==> config.mk <==
export PLATFORM = sky130hd
export DESIGN_NAME = code_player
export DESIGN_NICKNAME = d
export VERILOG_FILES = /design/src/rtl/code_player.sv
export SDC_FILE = /design/constraint.sdc
export NUM_CORES = 1
export LEC_CHECK = 0
export ABC_AREA = 0
export BUFFER_PORTS_ARGS = -buffer_cell sky130_fd_sc_hd__clkbuf_2
export CAP_MARGIN = 20
export CORE_MARGIN = 2
export CORE_UTILIZATION = 60
export DETAILED_ROUTE_END_ITERATION = 8
export GPL_TIMING_DRIVEN = 0
export PLACE_DENSITY_LB_ADDON = 0.2
export SLEW_MARGIN = 10
export SYNTH_ARGS = -nofsm -noshare
export SYNTH_HDL_FRONTEND = slang
export SYNTH_SLANG_ARGS = --single-unit
==> constraint.sdc <==
create_clock -name clk -period 5.81 [get_ports clk]
set_input_delay 1.4525 -clock clk [delete_from_list [all_inputs] [get_ports clk]]
set_output_delay 1.4525 -clock clk [all_outputs]
set_load 0.03 [all_outputs]
==> src/rtl/code_player.sv <==
// code_player: replays a stored four-lane code as timed lamp pulses.
//   clk    - system clock, rising edge
//   reset  - asynchronous active-high reset
//   lane1..lane4 [MAX_LEN] - code vectors, bit i = position i
//   len [4]  - positions to play (clamped to MAX_LEN)
//   start    - begin playback (ignored unless idle)
//   abort    - stop playback next cycle, no done pulse
//   L1..L4   - lamp outputs
//   busy     - playback in progress
//   done     - one-cycle completion pulse
//   pos [3]  - position currently playing
//   error    - sticky: a played column was not one-hot
// Optional: define CODE_PLAYER_LOOP_EN for continuous repeated playback.
module code_player #(
    parameter int MAX_LEN    = 7,
    parameter int ON_CYCLES  = 4,
    parameter int GAP_CYCLES = 2
) (
    input  logic               clk,
    input  logic               reset,
    input  logic [MAX_LEN-1:0] lane1,
    input  logic [MAX_LEN-1:0] lane2,
    input  logic [MAX_LEN-1:0] lane3,
    input  logic [MAX_LEN-1:0] lane4,
    input  logic [3:0]         len,
    input  logic               start,
    input  logic               abort,
    output logic               L1,
    output logic               L2,
    output logic               L3,
    output logic               L4,
    output logic               busy,
    output logic               done,
    output logic [2:0]         pos,
    output logic               error
);
    localparam int MAXC = (ON_CYCLES > GAP_CYCLES) ? ON_CYCLES : GAP_CYCLES;
    localparam int CW   = $clog2(MAXC + 1);

    typedef enum logic [1:0] {IDLE, ON, GAP, DONE} state_t;

    state_t             state, state_n;
    logic [CW-1:0]      cnt;
    logic [MAX_LEN-1:0] s1, s2, s3, s4;
    logic [3:0]         slen, len_c;
    logic [2:0]         pos_n;
    logic               on_end, gap_end, last, go, adv, wrap;
    logic [3:0]         col_in, col_next, col_zero;

    assign len_c    = (len > 4'(MAX_LEN)) ? 4'(MAX_LEN) : len;
    assign on_end   = cnt == CW'(ON_CYCLES - 1);
    assign gap_end  = cnt == CW'(GAP_CYCLES - 1);
    assign last     = ({1'b0, pos} + 4'd1) >= slen;
    assign pos_n    = pos + 3'd1;
    assign go       = state == IDLE && start && !abort;
    assign adv      = state == GAP && gap_end && !abort;
    assign col_in   = {lane1[0], lane2[0], lane3[0], lane4[0]};
    assign col_next = {s1[pos_n], s2[pos_n], s3[pos_n], s4[pos_n]};
    assign col_zero = {s1[0], s2[0], s3[0], s4[0]};

    function automatic logic bad(input logic [3:0] c);
        return $countones(c) != 1;
    endfunction

`ifdef CODE_PLAYER_LOOP_EN
    localparam logic LOOP = 1'b1;
    logic wrap_q;
    // Wrapping back to position 0 raises done while ON restarts.
    always_ff @(posedge clk or posedge reset)
        if (reset) wrap_q <= 1'b0;
        else       wrap_q <= adv && last;
    assign wrap = wrap_q;
`else
    localparam logic LOOP = 1'b0;
    assign wrap = 1'b0;
`endif

    always_comb begin
        state_n = state;
        case (state)
            IDLE: state_n = go ? (len_c == 4'd0 ? DONE : ON) : IDLE;
            ON:   state_n = abort ? IDLE : (on_end ? GAP : ON);
            GAP:  state_n = abort ? IDLE : (!gap_end ? GAP : (!last || LOOP) ? ON : DONE);
            DONE: state_n = (LOOP && !abort) ? DONE : IDLE;
        endcase
    end

    always_ff @(posedge clk or posedge reset)
        if (reset) begin
            state <= IDLE;
            cnt   <= '0;
            pos   <= '0;
            s1    <= '0;
            s2    <= '0;
            s3    <= '0;
            s4    <= '0;
            slen  <= '0;
            error <= 1'b0;
        end else begin
            state <= state_n;
            cnt   <= (state_n == state && (state == ON || state == GAP)) ? cnt + CW'(1) : '0;
            if (go) begin
                s1    <= lane1;
                s2    <= lane2;
                s3    <= lane3;
                s4    <= lane4;
                slen  <= len_c;
                pos   <= '0;
                error <= len_c != 4'd0 && bad(col_in);
            end else if (adv && !last) begin
                pos   <= pos_n;
                error <= error | bad(col_next);
            end else if (adv && LOOP) begin
                pos   <= '0;
                error <= error | bad(col_zero);
            end
        end

    assign L1   = state == ON && s1[pos];
    assign L2   = state == ON && s2[pos];
    assign L3   = state == ON && s3[pos];
    assign L4   = state == ON && s4[pos];
    assign busy = state == ON || state == GAP;
    assign done = state == DONE || wrap;
endmodule

==> qor.txt, run 1 <==
Achievable Freq = 264 MHz
first-pass GRT wire length = 9.16 mm
Antenna Diode Count = 0
IO Pins = 46
PwrDens = 356 nW/µm²
area grow syn2layout = 16.0%
wire length per cell = 14.5 µm
Peak VDD IR = 229 µV
Max Transition Viols Final = 0
Total Wirelength = 5.50 mm
Leak = 1.48 nW
via count = 2098
CP Cell Sequence = clkbuf_1, buf_2, mux4_2, o211a_1, clkbuf_2
share of synthesized flip-flops with an asynchronous set or reset = 100%
critical path class = reg2out
Clk pin slew, worst setup/hold paths = 80 ps
GR Util met3 = 4.87%
Die Wd = 68.8 µm
Area contributors post-synth = dfrtp_1 (41%), nand2_1 (14%), ha_1 (8.0%), mux4_2 (7.2%), mux2i_1 (4.8%)
DPL Wire Length = 4.13 mm
share of layout cells above drive strength 1 = 23.2%
Top delay family on crit path = buffers and inverters
worst skew pair latency = 300 ps
Residual DRC = 0
worst min path class = reg2reg
# nets final = 381
GR met1 Demand/Resource = 35.9%
Die Ht = 68.8 µm
WP buf/inv = 3
final std cells w/o fill = 378
Core Region = 4030 µm²
Synth Instances = 274
Post-Route Skew = 9.72 ps
Die ar. = 4730 µm²
Multi-input gate area = 1370 µm²
RSZ-0062 raised after global routing = no
CTS Hold Bufs = 0
Post-Syn Nets = 328
Tot GR Track Use = 26.6%
Final Hold Viols = 0
sequential element share of the synthesized area = 40.8%
Worst Tran Pin Value = 622 ps
row cnt = 23
post-route setup slack = 2030 ps
slew margin rel. = 58.2%
Post-Syn Area = 2520 µm²
vias in the first global route = 1994
Register Area = 1030 µm²
CP Max Fanout = 10
grt ovf = 0
Initial Util = 62.5%
grt met2 use = 44.5%
antenna violations before repair = 0
slowest cell delay on critical path = 530 ps
Port Buffers = 45
Critical Path RT = 4360 ps
outcome = complete, no violations
vias per cell = 5.55
post-route ant nets = 0
clock buffer depth = 2
max-cap violation count = 0
register bit total from synthesis = 41
busiest grt layer = met2
# clock sinks = 41
Setup Fix Bufs, Post-CTS = 0
Ys Warns = 0
final setup fails = 0
Root Buffer = clkbuf_8
total CTS buffers = 5
# resized after CTS = 0
Most used DFF post-synth = dfrtp_1
final core occ = 72.4%
CTS tree = done
mean post-synth cell area = 9.18 µm²
drt first pass iters = 4
top-area cell type share of the netlist area = 40.8%
setup TNS = 0 ps
area leader, netlist = dfrtp_1
number of H-tree levels = 2
Arr. time, crit path = 2330 ps
Synth cell types = 40
Setup WS pre-CTS = 2340 ps
DRT iter0 DRCs = 105
min cycle time layout = 3780 ps
Setup crit start kind = flip-flop
crit path capture type = output port
fillers = 328
crit share post-route = 65.1%
Slowest cell on crit path = mux4_2
routability cong. = 0.856
placed cells = 370
largest net degree at the start of global routing = 25
Post-synth EDFFs = 0
-- routing by layer --
metal / routed length [µm] / up-vias
li1: - / 1021
met1: 2500 / 1005
met2: 2670 / 67
met5: 0 / -
met3: 268 / 5
met4: 61 / 0
-- worst reg2reg max path: cells and delay by family, from the launching register on --
kind                     cells  cell delay (ps)
adder cells (fa/ha/maj)      4             1220
AO/OA/AOI/OAI                3              300
buffers and inverters        1              310
multiplexers                 1              350
flip-flops                   1              430
XOR/XNOR                     1              210
AND/OR/NAND/NOR              3              240
-- cells in the mapped netlist, drive strengths merged, types with 2 or more instances --
cell     n
or2      2
nand2   92
mux2i   12
o21ai   15
fa       2
nor2b    5
nor3b    2
inv     17
buf      4
ha      16
o211ai   2
a21oi    9
dfrtp   41
xnor2    2
nor4b    4
mux4     8
nor2    14
clkbuf   9
a221oi   2
-- state kept, by name (all words and copies together) (netlist names) --
signal,count
s1,7
s3,7
state,2
pos,3
cnt,3
slen,4
s2,7
s4,7
error,1
-- placed cells by master (no fill, tap or decap), types with 5 or more instances in the layout --
cell type,instances
mux4_2,8
inv_1,14
ha_1,16
a21oi_1,9
dfrtp_1,41
nand2_1,92
clkbuf_2,45
mux2i_1,12
o21ai_1,13
clkbuf_8,5
clkbuf_1,9
nor2b_1,5
nor2_1,14
-- power breakdown --
group	switching, mW	internal [mW]	total [mW]
clock network	0.102	0.0830	0.185
logic	0.228	0.184	0.412
registers	0.0692	0.372	0.441
total	0.399	0.639	1.04
-- kinds of logic (layout without fill, tap and decap cells) --
logic type / count (synthesis) / count (layout) / share of synthesized area, %
multiplexers: 21 / 21 / 12.4
flip-flops: 41 / 41 / 40.8
adder cells (fa/ha/maj): 18 / 18 / 9.55
buffers and inverters: 30 / 84 / 4.77
XOR/XNOR: 3 / 3 / 1.04
AND/OR/NAND/NOR: 126 / 126 / 22.2
AO/OA/AOI/OAI: 35 / 35 / 9.30
-- final timing paths --
kind	startpoint	to	slack [ps]	cells past startpoint
setup / recovery	pos[0]	L4	2030	5
hold / removal	cnt[0]	cnt[0]	490	1
max in group asynchronous	reset	state[1]	4240	3
hold reg to reg	cnt[0]	cnt[0]	490	1
min in group asynchronous	reset	s3[0]	1120	2
setup reg to reg	pos[0]	error	2620	13
-- final cells by class --
class                   count  share of cell area (%)
well taps                  50                    2.14
inverters                  17                    2.19
flip-flops and latches     41                    35.2
clock buffers               5                    2.36
plain buffers              13                    1.93
multi-input cells         203                    47.0
repair buffers             46                    8.66
clock inverters             3                   0.600
-- metrics by stage --
step	total power, mW	instance area, µm²	hold WS, ps
floorplan	0.741	2520	445
global placement	0.834	2800	462
detailed placement	0.854	2830	476
CTS	1.04	2920	487
global route	1.13	2920	513
finish	1.04	2920	488
(Power assumes the default switching activity.)
==> run 2: changes to the inputs <==
- CORE_UTILIZATION: 60 -> 50
- clock period: 5.81 -> 3.17 ns (I/O delays scaled with it)
==> run 2 against run 1 <==
Compared with the run above:
- wire length rose by 6.3%
- flip-flop and latch count did not move
- via count fell by 0.76%
- die area rose by 19%
- critical path depth rose by 8
- clock power rose by 100%
- final area rose by 2.2%
- count of clock-buffer cells in the layout rose by 2
- combinational power rose by 86%
- core utilization fell by 10 points
- cell count rose by 4.8%
- sequential power rose by 84%
==> qor.txt, run 2 (synthesis results as in run 1) <==
area grow syn2layout = 18.5%
via count = 2082
critical path class = reg2reg
Root Buffer = clkbuf_8
worst skew pair latency = 290 ps
fillers = 445
CP Max Fanout = 9
reg2reg start = pos[1]
hold path start = cnt[0]
post-route setup slack = 142 ps
reg2reg end = error
largest net degree at the start of global routing = 23
CTS Hold Bufs = 0
Worst Tran Pin Value = 652 ps
Arr. time, crit path = 3190 ps
min cycle time layout = 3030 ps
CTS tree = done
DRT iter0 DRCs = 97
Post-Route Skew = 4.11 ps
max-cap violation count = 0
Setup WS pre-CTS = -12.4 ps
Design Power = 1.96 mW
worst min path class = reg2reg
outcome = complete, no violations
crit path capture type = flip-flop
Tot GR Track Use = 23.1%
routability cong. = 0.837
drt first pass iters = 4
final setup fails = 0
slew margin rel. = 56.6%
Hold EP = cnt[0]
total CTS buffers = 5
most frequent cells in the layout = nand2_1 (92), clkbuf_2 (46), dfrtp_1 (41), ha_1 (15)
vias in the first global route = 2009
DPL Wire Length = 4.32 mm
wire length per cell = 14.8 µm
vias per cell = 5.26
Peak VDD IR = 302 µV
Clk pin slew, worst setup/hold paths = 80 ps
post-route ant nets = 0
first-pass GRT wire length = 9.66 mm
share of layout cells above drive strength 1 = 24.3%
Residual DRC = 0
crit share post-route = 95.5%
Die ar. = 5620 µm²
number of H-tree levels = 2
Antenna Diode Count = 0
clock buffer depth = 2
Setup crit start kind = flip-flop
Total Wirelength = 5.85 mm
leading cell type in the layout, fill and taps excluded = nand2_1
antenna violations before repair = 0
PwrDens = 656 nW/µm²
Port Buffers = 45
hold depth = 1
row cnt = 25
Core Region = 4790 µm²
Max Transition Viols Final = 0
Die Ht = 74.9 µm
# nets final = 382
R2R depth = 13
Initial Util = 52.6%
grt ovf = 0
Final Hold Viols = 0
# clock sinks = 41
Worst R2R Setup Slack = 140 ps
IO Pins = 46
Critical Path RT = 3330 ps
Die Wd = 74.9 µm
Achievable Freq = 330 MHz
Leak = 1.50 nW
run 2: timing repair:
action | CTS | global route
buffers inserted | 0 | 1
endpoints found under the setup margin | 1 | 2
gates resized for setup | 1 | 6
gates cloned | 0 | 0
run 2: layer usage:
layer / part of all wire, % / GRT usage [%] / up-vias
met1: 44 / 31.2 / 983
met4: 2.2 / 7.34 / 0
met2: 48 / 38.2 / 57
li1: - / - / 1027
met3: 5.9 / 4.02 / 15
met5: 0 / 0 / -
run 2: where the power goes:
part,internal (mW),switching [mW]
registers,0.682,0.127
logic,0.341,0.427
clock network,0.197,0.183
run 2: through the flow:
stage | TNS (ps) | instances | util, % | hold slack [ps] | instance area, µm²
floorplan | 0 | 274 | - | 445 | 2520
global placement | 0 | 386 | 59.0 | 467 | 2830
detailed placement | -12.4 | 387 | 59.6 | 470 | 2850
CTS | 0 | 395 | 61.8 | 482 | 2960
global route | -4.94 | 396 | 62.3 | 507 | 2980
finish | 0 | 396 | 62.3 | 479 | 2980
run 2: worst max path at each step:
stage,from,to,slack (ps),depth (start not counted)
floorplan,pos[1],error,110,13
global placement,pos[0],error,60,13
detailed placement,pos[0],error,-10,13
CTS,pos[0],L4,20,5
global route,pos[0],error,-5,14
finish,pos[1],error,140,13
run 2: worst max-delay path, stage by stage, from the launching register on:
cell and delay, ps:
dfrtp_1 410, ha_2 250, xor2_2 190, buf_6 170
mux4_2 310, nand2_1 90, o21ai_1 80, fa_1 500
ha_1 210, ha_1 270, nor2_1 110, nand2_1 70
a21oi_1 150, a21oi_1 80
run 2: cell type report:
cell class	count	area, µm²	share of cell area, %
plain buffers	13	63.8	2.14
repair buffers	47	260	8.73
well taps	67	83.8	2.81
flip-flops and latches	41	1030	34.4
clock buffers	7	96.3	3.23
multi-input cells	203	1380	46.3
clock inverters	1	5.00	0.168
inverters	17	66.3	2.22
==> run 3: changes to the inputs <==
- CELL_PAD_IN_SITES_DETAIL_PLACEMENT: default -> 2
- CELL_PAD_IN_SITES_GLOBAL_PLACEMENT: default -> 2
- CORE_UTILIZATION: 50 -> 36
- clock period: 3.17 -> 3.6 ns (I/O delays scaled with it)
==> run 3 against run 2 <==
Compared with the run above:
- count of clock-buffer cells in the layout unchanged
- clock skew rose by 2.4 ps
- core utilization decreased by 18 points
- critical path depth increased by 1
- maximum frequency shrank 8.8%
- clock power shrank 11%
- flip-flop and latch count is the same
- register-to-register slack better by 140 ps
- critical endpoint unchanged
- highest routed layer unchanged
==> qor.txt, run 3 (synthesis results as in run 1) <==
Die Ht = 87.6 µm
min cycle time layout = 3320 ps
Comb pwr share = 39.8%
Root Buffer = clkbuf_8
R2R depth = 14
PwrDens = 590 nW/µm²
row cnt = 30
Critical Path RT = 3750 ps
Initial Util = 37.0%
hold path start = slen[3]
number of H-tree levels = 2
Post-Route Skew = 6.46 ps
Peak VDD IR = 182 µV
placed cells = 416
worst skew pair latency = 290 ps
Port Buffers = 45
setup TNS = 0 ps
Worst R2R Setup Slack = 280 ps
crit path capture type = flip-flop
worst min path class = reg2reg
grt ovf = 0
IO Pins = 46
Setup crit start kind = flip-flop
Setup crit start = pos[0]
# clock sinks = 41
Residual DRC = 0
Die Wd = 87.6 µm
Worst Tran Pin Value = 798 ps
Finished Cell Area = 2990 µm²
antenna violations before repair = 0
sequential power share = 41.0%
Critical Path End = error
CTS Hold Bufs = 0
CP Max Fanout = 10
DPL Wire Length = 5.77 mm
Antenna Diode Count = 0
Setup WS pre-CTS = 330 ps
CTS tree = done
leading cell type in the layout, fill and taps excluded = nand2_1
crit share post-route = 92.2%
placed inst area = 2890 µm²
drt first pass iters = 4
Int Pwr = 1.07 mW
final core occ = 44.0%
Die ar. = 7670 µm²
post-route setup slack = 282 ps
switching pwr = 689 µW
routability cong. = 0.785
Leak = 1.49 nW
Tot GR Track Use = 21.9%
fillers = 783
hold depth = 2
area grow syn2layout = 18.8%
Clk pin slew, worst setup/hold paths = 80 ps
max-cap violation count = 0
vias per cell = 5.14
wire length per cell = 17.7 µm
first-pass GRT wire length = 12.8 mm
Max Transition Viols Final = 0
share of layout cells above drive strength 1 = 23.2%
Final Hold Viols = 0
Arr. time, crit path = 3470 ps
Core Region = 6790 µm²
DRT iter0 DRCs = 64
largest net degree at the start of global routing = 23
# resized after CTS = 0
most frequent cells in the layout = nand2_1 (92), clkbuf_2 (45), dfrtp_1 (41), ha_1 (16)
slew margin rel. = 46.6%
outcome = complete, no violations
# nets final = 381
total CTS buffers = 5
share of total power in the clock network = 19.2%
clock buffer depth = 2
via count = 2180
Total Wirelength = 7.51 mm
post-route ant nets = 0
RSZ-0062 raised after global routing = no
final setup fails = 0
Setup Fix Bufs, Post-CTS = 0
reg2reg start = pos[0]
Achievable Freq = 301 MHz
reg2reg end = error
critical path class = reg2reg
vias in the first global route = 2461
final std cells w/o fill = 424
Sw Share = 39.1%
run 3: worst min path at each step:
| stage | slack, ps | endpoint |
|---|---|---|
| 2_1_floorplan | 450 | cnt[0] |
| 3_3_place_gp | 460 | cnt[0] |
| 3_5_place_dp | 490 | slen[3] |
| 4_1_cts | 500 | cnt[0] |
| 5_1_grt | 540 | slen[3] |
| 6_report | 500 | slen[3] |
run 3: layer usage:
metal  part of all wire (%)  global-route usage [%]
met1                     45                    29.4
met2                     51                    38.4
met3                    2.9                    2.54
met4                    1.0                    4.62
met5                      0                       0
run 3: worst max-delay path: stages, from the launching register on:
cell,delay (ps)
dfrtp_1,430
ha_1,270
xor2_1,200
buf_2,320
mux2i_1,260
nor2_1,70
a21oi_1,130
o21ai_1,90
fa_1,480
ha_1,220
ha_1,270
nor2_1,100
nand2_1,70
a21oi_1,160
a21oi_1,90
run 3: metrics by stage:
step	hold slack, ps	power, mW
after floorplan	445	1.20
after global placement	465	1.37
after detailed placement	490	1.43
after CTS	505	1.79
after global routing	544	1.92
final	497	1.76
run 3: area by class of cell:
class	count	area [µm²]	area share (%)
plain buffers	13	56.3	1.88
clock buffers	7	96.3	3.22
clock inverters	1	5.00	0.167
inverters	17	63.8	2.13
multi-input cells	203	1370	45.8
flip-flops and latches	41	1030	34.3
well taps	96	120	4.02
repair buffers	46	253	8.45
run 3: power groups by stage:
stage | clock network, mW | registers [mW] | logic (mW)
global placement | 0 | 0.720 | 0.654
detailed placement | 0 | 0.729 | 0.705
global route | 0.368 | 0.744 | 0.809
CTS | 0.352 | 0.722 | 0.716
finish | 0.339 | 0.722 | 0.702
floorplan | 0 | 0.692 | 0.505
